$ cat config.mk
export PLATFORM = sky130hd
export DESIGN_NAME = pill_feeder
export DESIGN_NICKNAME = d
export VERILOG_FILES = /design/src/rtl/pill_feeder.sv
export SDC_FILE = /design/constraint.sdc
export NUM_CORES = 1
export LEC_CHECK = 0
export CAP_MARGIN = 20
export CORE_MARGIN = 8
export CORE_UTILIZATION = 33
export DETAILED_ROUTE_END_ITERATION = 6
export SKIP_CTS_REPAIR_TIMING = 1
export SLEW_MARGIN = 15
export SYNTH_ARGS = -nofsm -noshare
export SYNTH_HDL_FRONTEND = slang
export SYNTH_SLANG_ARGS = --single-unit
export TNS_END_PERCENT = 10
$ cat constraint.sdc
create_clock -name CLK -period 3.34 [get_ports CLK]
set_clock_uncertainty 0.05 [all_clocks]
set_input_delay 0.501 -clock CLK [delete_from_list [all_inputs] [get_ports CLK]]
set_output_delay 0.501 -clock CLK [all_outputs]
set_load 0.005 [all_outputs]
$ cat src/rtl/pill_feeder.sv
// pill_feeder: paces pill-drop pulses per bottle and pauses for bottle swaps between bottles.
// Optional conveyor hold is enabled by defining PILL_FEEDER_HOLD_EN.
module pill_feeder #(
   parameter int GAP_CYC  = 4,
   parameter int SWAP_CYC = 8
) (
   input  logic       CLK,
   input  logic       RST_n,
   input  logic       start,
   input  logic       abort,
   input  logic       hold,
   input  logic [3:0] per_bot_L,
   input  logic [3:0] per_bot_H,
   input  logic [3:0] bot_num_L,
   input  logic [3:0] bot_num_H,
   output logic       pill,
   output logic       bot_done,
   output logic       busy,
   output logic       run_done,
   output logic       err,
   output logic [3:0] pill_cnt_L,
   output logic [3:0] pill_cnt_H,
   output logic [3:0] bot_cnt_L,
   output logic [3:0] bot_cnt_H
);

   typedef enum logic [2:0] {S_IDLE, S_GAP, S_DROP, S_SWAP, S_DONE} state_t;

   localparam logic [7:0] LP_GAP  = 8'(GAP_CYC);
   localparam logic [7:0] LP_SWAP = 8'(SWAP_CYC);

   state_t     r_state;
   logic [7:0] r_pace;
   logic [7:0] r_perBot;
   logic [7:0] r_botNum;
   logic [7:0] r_pillCnt;
   logic [7:0] r_botCnt;
   logic [7:0] w_pillNext;
   logic [7:0] w_botNext;
   logic       w_badSet;
   logic       w_hold;

   // Two-digit BCD increment that saturates at 99.
   function automatic logic [7:0] bcdInc(input logic [7:0] v);
      if (v == 8'h99)
         return v;
      if (v[3:0] == 4'd9)
         return {v[7:4] + 4'd1, 4'd0};
      return {v[7:4], v[3:0] + 4'd1};
   endfunction

`ifdef PILL_FEEDER_HOLD_EN
   assign w_hold = hold;
`else
   assign w_hold = hold & 1'b0;
`endif

   assign w_pillNext = bcdInc(r_pillCnt);
   assign w_botNext  = bcdInc(r_botCnt);
   assign w_badSet   = (per_bot_L > 4'd9) || (per_bot_H > 4'd9) ||
                       (bot_num_L > 4'd9) || (bot_num_H > 4'd9) ||
                       ({per_bot_H, per_bot_L} == 8'h00) ||
                       ({bot_num_H, bot_num_L} == 8'h00);

   assign pill_cnt_L = r_pillCnt[3:0];
   assign pill_cnt_H = r_pillCnt[7:4];
   assign bot_cnt_L  = r_botCnt[3:0];
   assign bot_cnt_H  = r_botCnt[7:4];

   // Re-entering GAP from DROP or SWAP starts the pace at 1 so the pill period is GAP_CYC+1.
   always_ff @(posedge CLK or negedge RST_n) begin
      if (!RST_n) begin
         r_state   <= S_IDLE;
         r_pace    <= '0;
         r_perBot  <= '0;
         r_botNum  <= '0;
         r_pillCnt <= '0;
         r_botCnt  <= '0;
         pill      <= 1'b0;
         bot_done  <= 1'b0;
         busy      <= 1'b0;
         run_done  <= 1'b0;
         err       <= 1'b0;
      end else begin
         pill     <= 1'b0;
         bot_done <= 1'b0;
         if (abort) begin
            r_state  <= S_IDLE;
            busy     <= 1'b0;
            run_done <= 1'b0;
         end else begin
            case (r_state)
               S_IDLE, S_DONE: begin
                  if (start) begin
                     run_done <= 1'b0;
                     if (w_badSet) begin
                        err     <= 1'b1;
                        busy    <= 1'b0;
                        r_state <= S_IDLE;
                     end else begin
                        err       <= 1'b0;
                        busy      <= 1'b1;
                        r_perBot  <= {per_bot_H, per_bot_L};
                        r_botNum  <= {bot_num_H, bot_num_L};
                        r_pillCnt <= '0;
                        r_botCnt  <= '0;
                        r_pace    <= '0;
                        r_state   <= S_GAP;
                     end
                  end
               end
               S_GAP: begin
                  if (!w_hold) begin
                     if (r_pace == LP_GAP) begin
                        r_state <= S_DROP;
                        pill    <= 1'b1;
                     end else begin
                        r_pace <= r_pace + 8'd1;
                     end
                  end
               end
               S_DROP: begin
                  r_pillCnt <= w_pillNext;
                  r_pace    <= 8'd1;
                  if (w_pillNext == r_perBot) begin
                     r_botCnt <= w_botNext;
                     bot_done <= 1'b1;
                     if (w_botNext == r_botNum) begin
                        r_state  <= S_DONE;
                        busy     <= 1'b0;
                        run_done <= 1'b1;
                     end else begin
                        r_state <= S_SWAP;
                     end
                  end else begin
                     r_state <= S_GAP;
                  end
               end
               S_SWAP: begin
                  if (!w_hold) begin
                     if (r_pace == LP_SWAP) begin
                        r_state   <= S_GAP;
                        r_pace    <= 8'd1;
                        r_pillCnt <= '0;
                     end else begin
                        r_pace <= r_pace + 8'd1;
                     end
                  end
               end
               default: begin
                  r_state <= S_IDLE;
                  busy    <= 1'b0;
               end
            endcase
         end
      end
   end

endmodule

Word level (Yosys, flattened, before mapping) --
Cells that the tools add are included.
Cells by class: add/sub/neg operators 5, magnitude comparators 4, equal/unequal tests 23, muxes and demuxes 49, bitwise gates (word level) 2, reductions and logical operators 22
Operator list (number):
- 8-bit two-way mux | 14
- 8-bit case mux with 4 select lines | 1
- 8-bit case mux with 3 select lines | 1
- 1-bit two-way mux | 23
- 3-bit two-way mux | 6
- 4-bit by 1-bit adder with 4-bit output (second input constant) | 4
- 8-bit == test | 2
- 8-bit == test (second input constant) | 2
- 4-bit greater-than comparator (second input constant) | 4
- 8-bit zero test | 2
- 8-bit case mux with 2 select lines | 1
- 3-bit inequality test (second input constant) | 5
- 5-bit AND reduction | 3
- 3-bit case mux with 4 select lines | 1
- 4-bit AND reduction | 3
- 2-bit inequality test (second input constant) | 5
- 8-bit by 1-bit adder with 8-bit output (second input constant) | 1
- 4-bit == test (second input constant) | 2
- 8-bit by 3-bit == test with 1-bit output (second input constant) | 1
- 8-bit by 4-bit == test with 1-bit output (second input constant) | 1
- 3-bit by 2-bit == test with 1-bit output (second input constant) | 2
- 3-bit AND reduction | 2
- 3-bit nonzero test | 2
- 1-bit logical OR | 5
- 10 further kinds | 12
Storage, ports and cells: register bits 48, input bits 21, output and inout bits 21, logic and storage cells 116

Longest topological paths before layout --
depth in word-level cells 10, gate-level depth with buffers 11, gate-level depth less buffers 10

Least setup slack after synthesis --
Ideal clock, no wire load.
kind reg-to-reg, start register r_pillCnt[0], end register r_botCnt[0], setup time 118 ps, arrival 2466 ps, data required time 3172 ps, slack 706 ps, stages on the path, launching flop included 11, path buffers 1, period minus slack after synthesis 2634 ps, path through dfrtp_1 ha_1 and3b_1 buf_2 mux2i_1 xor2_1 a2111oi_4 nand3_4 inv_8 mux2_4 a21o_1
Between the ends: cells in the longest elaborated chain, start to end 8, elaborated cells between the ends (all ways) 13, those cells by class add/sub (1); eq/ne (4); mux (7); reduce/logical (1)
RTL lines:
- from (decl) | RTL line 36 | logic [7:0] r_pillCnt;
- from (signal assigned) | RTL line 123 | r_pillCnt <= w_pillNext;
- 4-bit == test | RTL line 47 | if (v[3:0] == 4'd9)
- 1-bit two-way mux (2 in a row) | RTL line 47
- 8-bit two-way mux | RTL line 49 | return {v[7:4], v[3:0] + 4'd1};
- 8-bit two-way mux * | RTL line 47
- 8-bit == test * | RTL line 125 | if (w_pillNext == r_perBot) begin
- 2-bit inequality test (no source line) *
- 5-bit AND reduction (no source line) *
- to (signal assigned) | RTL line 126 | r_botCnt <= w_botNext;
- to (decl) | RTL line 37 | logic [7:0] r_botCnt;
Every way passes the cells marked *; elsewhere a longest branch is shown, timed or not. The select of a mux whose other input is x is not followed. A chain may end at the register's enable or synchronous reset.

Worst setup path in the final report --
start register r_pillCnt[1], end register r_botCnt[0]
Same word-level chain as after synthesis.

==> metrics.yaml <==
outcome: "complete, no violations"
p_leak_nw: 1.52
fin_total_pwr_mw: 1.46
yosysTopAreaCellShare_pct: 38.9
dieHeight_um: 113
track_usage_pct: 11.6
yosys-top-cells-area: "dfrtp_1, mux2_2, o21ai_0"
insertion_delay_ns: 0.29
worst_slew_pin_slew_ns: 0.694
path_buf_inv: 2
power_density_nw_per_um2: 394
dominantRegCellSynth: "dfrtp_1"
place.gp.congestion: 0.812
period_share_pct: 90.0
dpl.hpwl_mm: 5.54
start_util_pct: 33.7
yosys_warnings: 0
wire_per_inst_um: 15.4
nets: 388
n_fill_cell: 916
grt_max_degree: 32
cts-root-buf: "clkbuf_8"
critPathMaxStageDelay_ns: 0.46
clkTransAtPathRegs_ns: 0.08
final_util_pct: 40.4
setup_violations: 0
busiest_layer: "met2"
grt_pass1_wl_mm: 12.2
slew_headroom_pct: 53.8
coreArea_um2: 9150
cts_sinks: 48
fin_ws_ns: 0.333
avgViaCountPerCell: 5.46
synth_edf_count: 0
vias: 2544
required_ns: 3.47
grt_overflow: 0
htreeDepth: 2
synth_nets: 341
drt-total-wl_mm: 7.17
drc_errors: 0
numPortBuffers: 40
reg2reg_to: "r_botCnt[0]$_DFFE_PN0P_"
period_needed_ns: 3.01
peakVddDrop_mv: 0.202
yosysUniqueCellTypes: 61
fmax_ghz: 0.333
drtPass1Iterations: 4
drt-initial-drc-count: 112
ys_seq_area_share_pct: 38.9
yosysMostFrequentCell: "dfrtp_1"
dieWidth_um: 113
dieArea_um2: 12700
yosysTopAreaCell: "dfrtp_1"
crit-reg2reg-launch: "r_pillCnt[1]$_DFFE_PN0P_"
synthCells: 310
diodes: 0
worst_path_max_delay_cell: "dfrtp_1"
syn_area_per_cell_um2: 9.96
num_rows: 35
holdCritPathClass: "in -> async"
grt_pass1_vias: 2476
cp.arrival_ns: 3.14
hold_slack_ns: 0.199
use_met1_pct: 15.3
async_reset_ff_share_pct: 100
antenna_found_initial: 0
crit_path_max_fanout: 9
rsz0062_at_grt: "no"
reg2regPathDepth: 10
syn_area_um2: 3090
synth-seq-cells: 48
register_area_um2: 1200
multi_input_area_um2: 1760
critPathTopFamily: "multiplexers"
grt_use_met3_pct: 2.77
drive_above_1_share_pct: 14.4
layout-area-overhead-vs-synth_pct: 19.9
max-clock-path-buffers: 2
met2_usage_pct: 18.2
crit_chain: "inv_1 > ha_1 > and3b_1 > mux2i_1 > xor2_1 > a2111oi_4 > nand3_4 > inv_8 > mux2_4 > a21o_1"
ios: 42
cts_buffers: 5
crit_type: "reg -> reg"
endpoint_kind: "flip-flop"
cts_tree: "yes"
worstSetupStartpointType: "flip-flop"
pre_cts_ws_ns: 0.283
slew_viol_final: 0
ant_nets: 0
hold_viol_final: 0
ff2ff_setup_slack_ns: 0.33
fin_setup_tns_ns: 0
drv_cap: 0
synth.top_cells.by_count: "dfrtp_1, o21ai_0, nor2_1"
-- cells by family (layout without fill, tap and decap cells) --
group | Yosys count | after routing | synth area share, %
AND/OR/NAND/NOR | 110 | 110 | 21.2
AO/OA/AOI/OAI | 75 | 75 | 17.4
flip-flops | 48 | 48 | 38.9
multiplexers | 27 | 27 | 9.73
buffers and inverters | 24 | 69 | 4.13
XOR/XNOR | 16 | 16 | 4.54
adder cells (fa/ha/maj) | 10 | 10 | 4.05
-- registers in the layout, indices dropped and copies added, names as in the netlist, 3 cells and up --
register	flops
r_perBot	8
r_pace	8
r_botCnt	8
r_pillCnt	8
r_botNum	8
r_state	3
-- how the worst max path moves through the flow --
stage | end | start | cells after the start | slack (ns)
global placement | r_botCnt[0]$_DFFE_PN0P_ | start | 10 | 0.27
global route | r_botCnt[0]$_DFFE_PN0P_ | r_pillCnt[1]$_DFFE_PN0P_ | 10 | 0.13
CTS | r_botCnt[0]$_DFFE_PN0P_ | r_pillCnt[1]$_DFFE_PN0P_ | 10 | 0.32
floorplan | r_botCnt[0]$_DFFE_PN0P_ | r_pillCnt[0]$_DFFE_PN0P_ | 10 | 0.71
finish | r_botCnt[0]$_DFFE_PN0P_ | r_pillCnt[1]$_DFFE_PN0P_ | 10 | 0.33
detailed placement | r_botCnt[0]$_DFFE_PN0P_ | start | 10 | 0.28
-- through the flow --
stage	std cells	area, um2
2_1_floorplan	310	3090
3_3_place_gp	461	3630
3_5_place_dp	461	3630
4_1_cts	466	3700
5_1_grt	466	3700
6_report	466	3700
-- power breakdown --
| group | switching (mW) | internal, mW |
|---|---|---|
| combinational | 0.180 | 0.213 |
| clock | 0.176 | 0.135 |
| sequential | 0.0899 | 0.665 |
| total | 0.446 | 1.01 |
-- layout make-up --
class,count,area share (%)
clock buffer,5,1.86
inverter,14,1.62
sequential,48,32.5
multi-input combinational,238,47.6
tap,111,3.75
timing repair buffer,50,12.7
-- placed cells by master (no fill, tap or decap), drive strengths merged, types with 5 or more instances in the layout --
cell and count:
dfrtp 48, clkdlybuf4s50 39, o21ai 28, nor2 18, mux2 18, nand2 15
inv 14, nand3 14, buf 11, ha 10, a21oi 10, mux2i 9
nor2b 9, xor2 8, xnor2 8, nor3 8, nand4b 7, nand2b 7
o31ai 7, and3 7, a21o 6, nand3b 5, clkbuf 5
-- per-layer routing --
layer | vias to the layer above | wire (um)
li1 | 1245 | -
met1 | 1256 | 3550
met2 | 34 | 3280
met3 | 9 | 229
met4 | 0 | 106
met5 | - | 0
No activity file was read; power rests on OpenSTA's default activity.
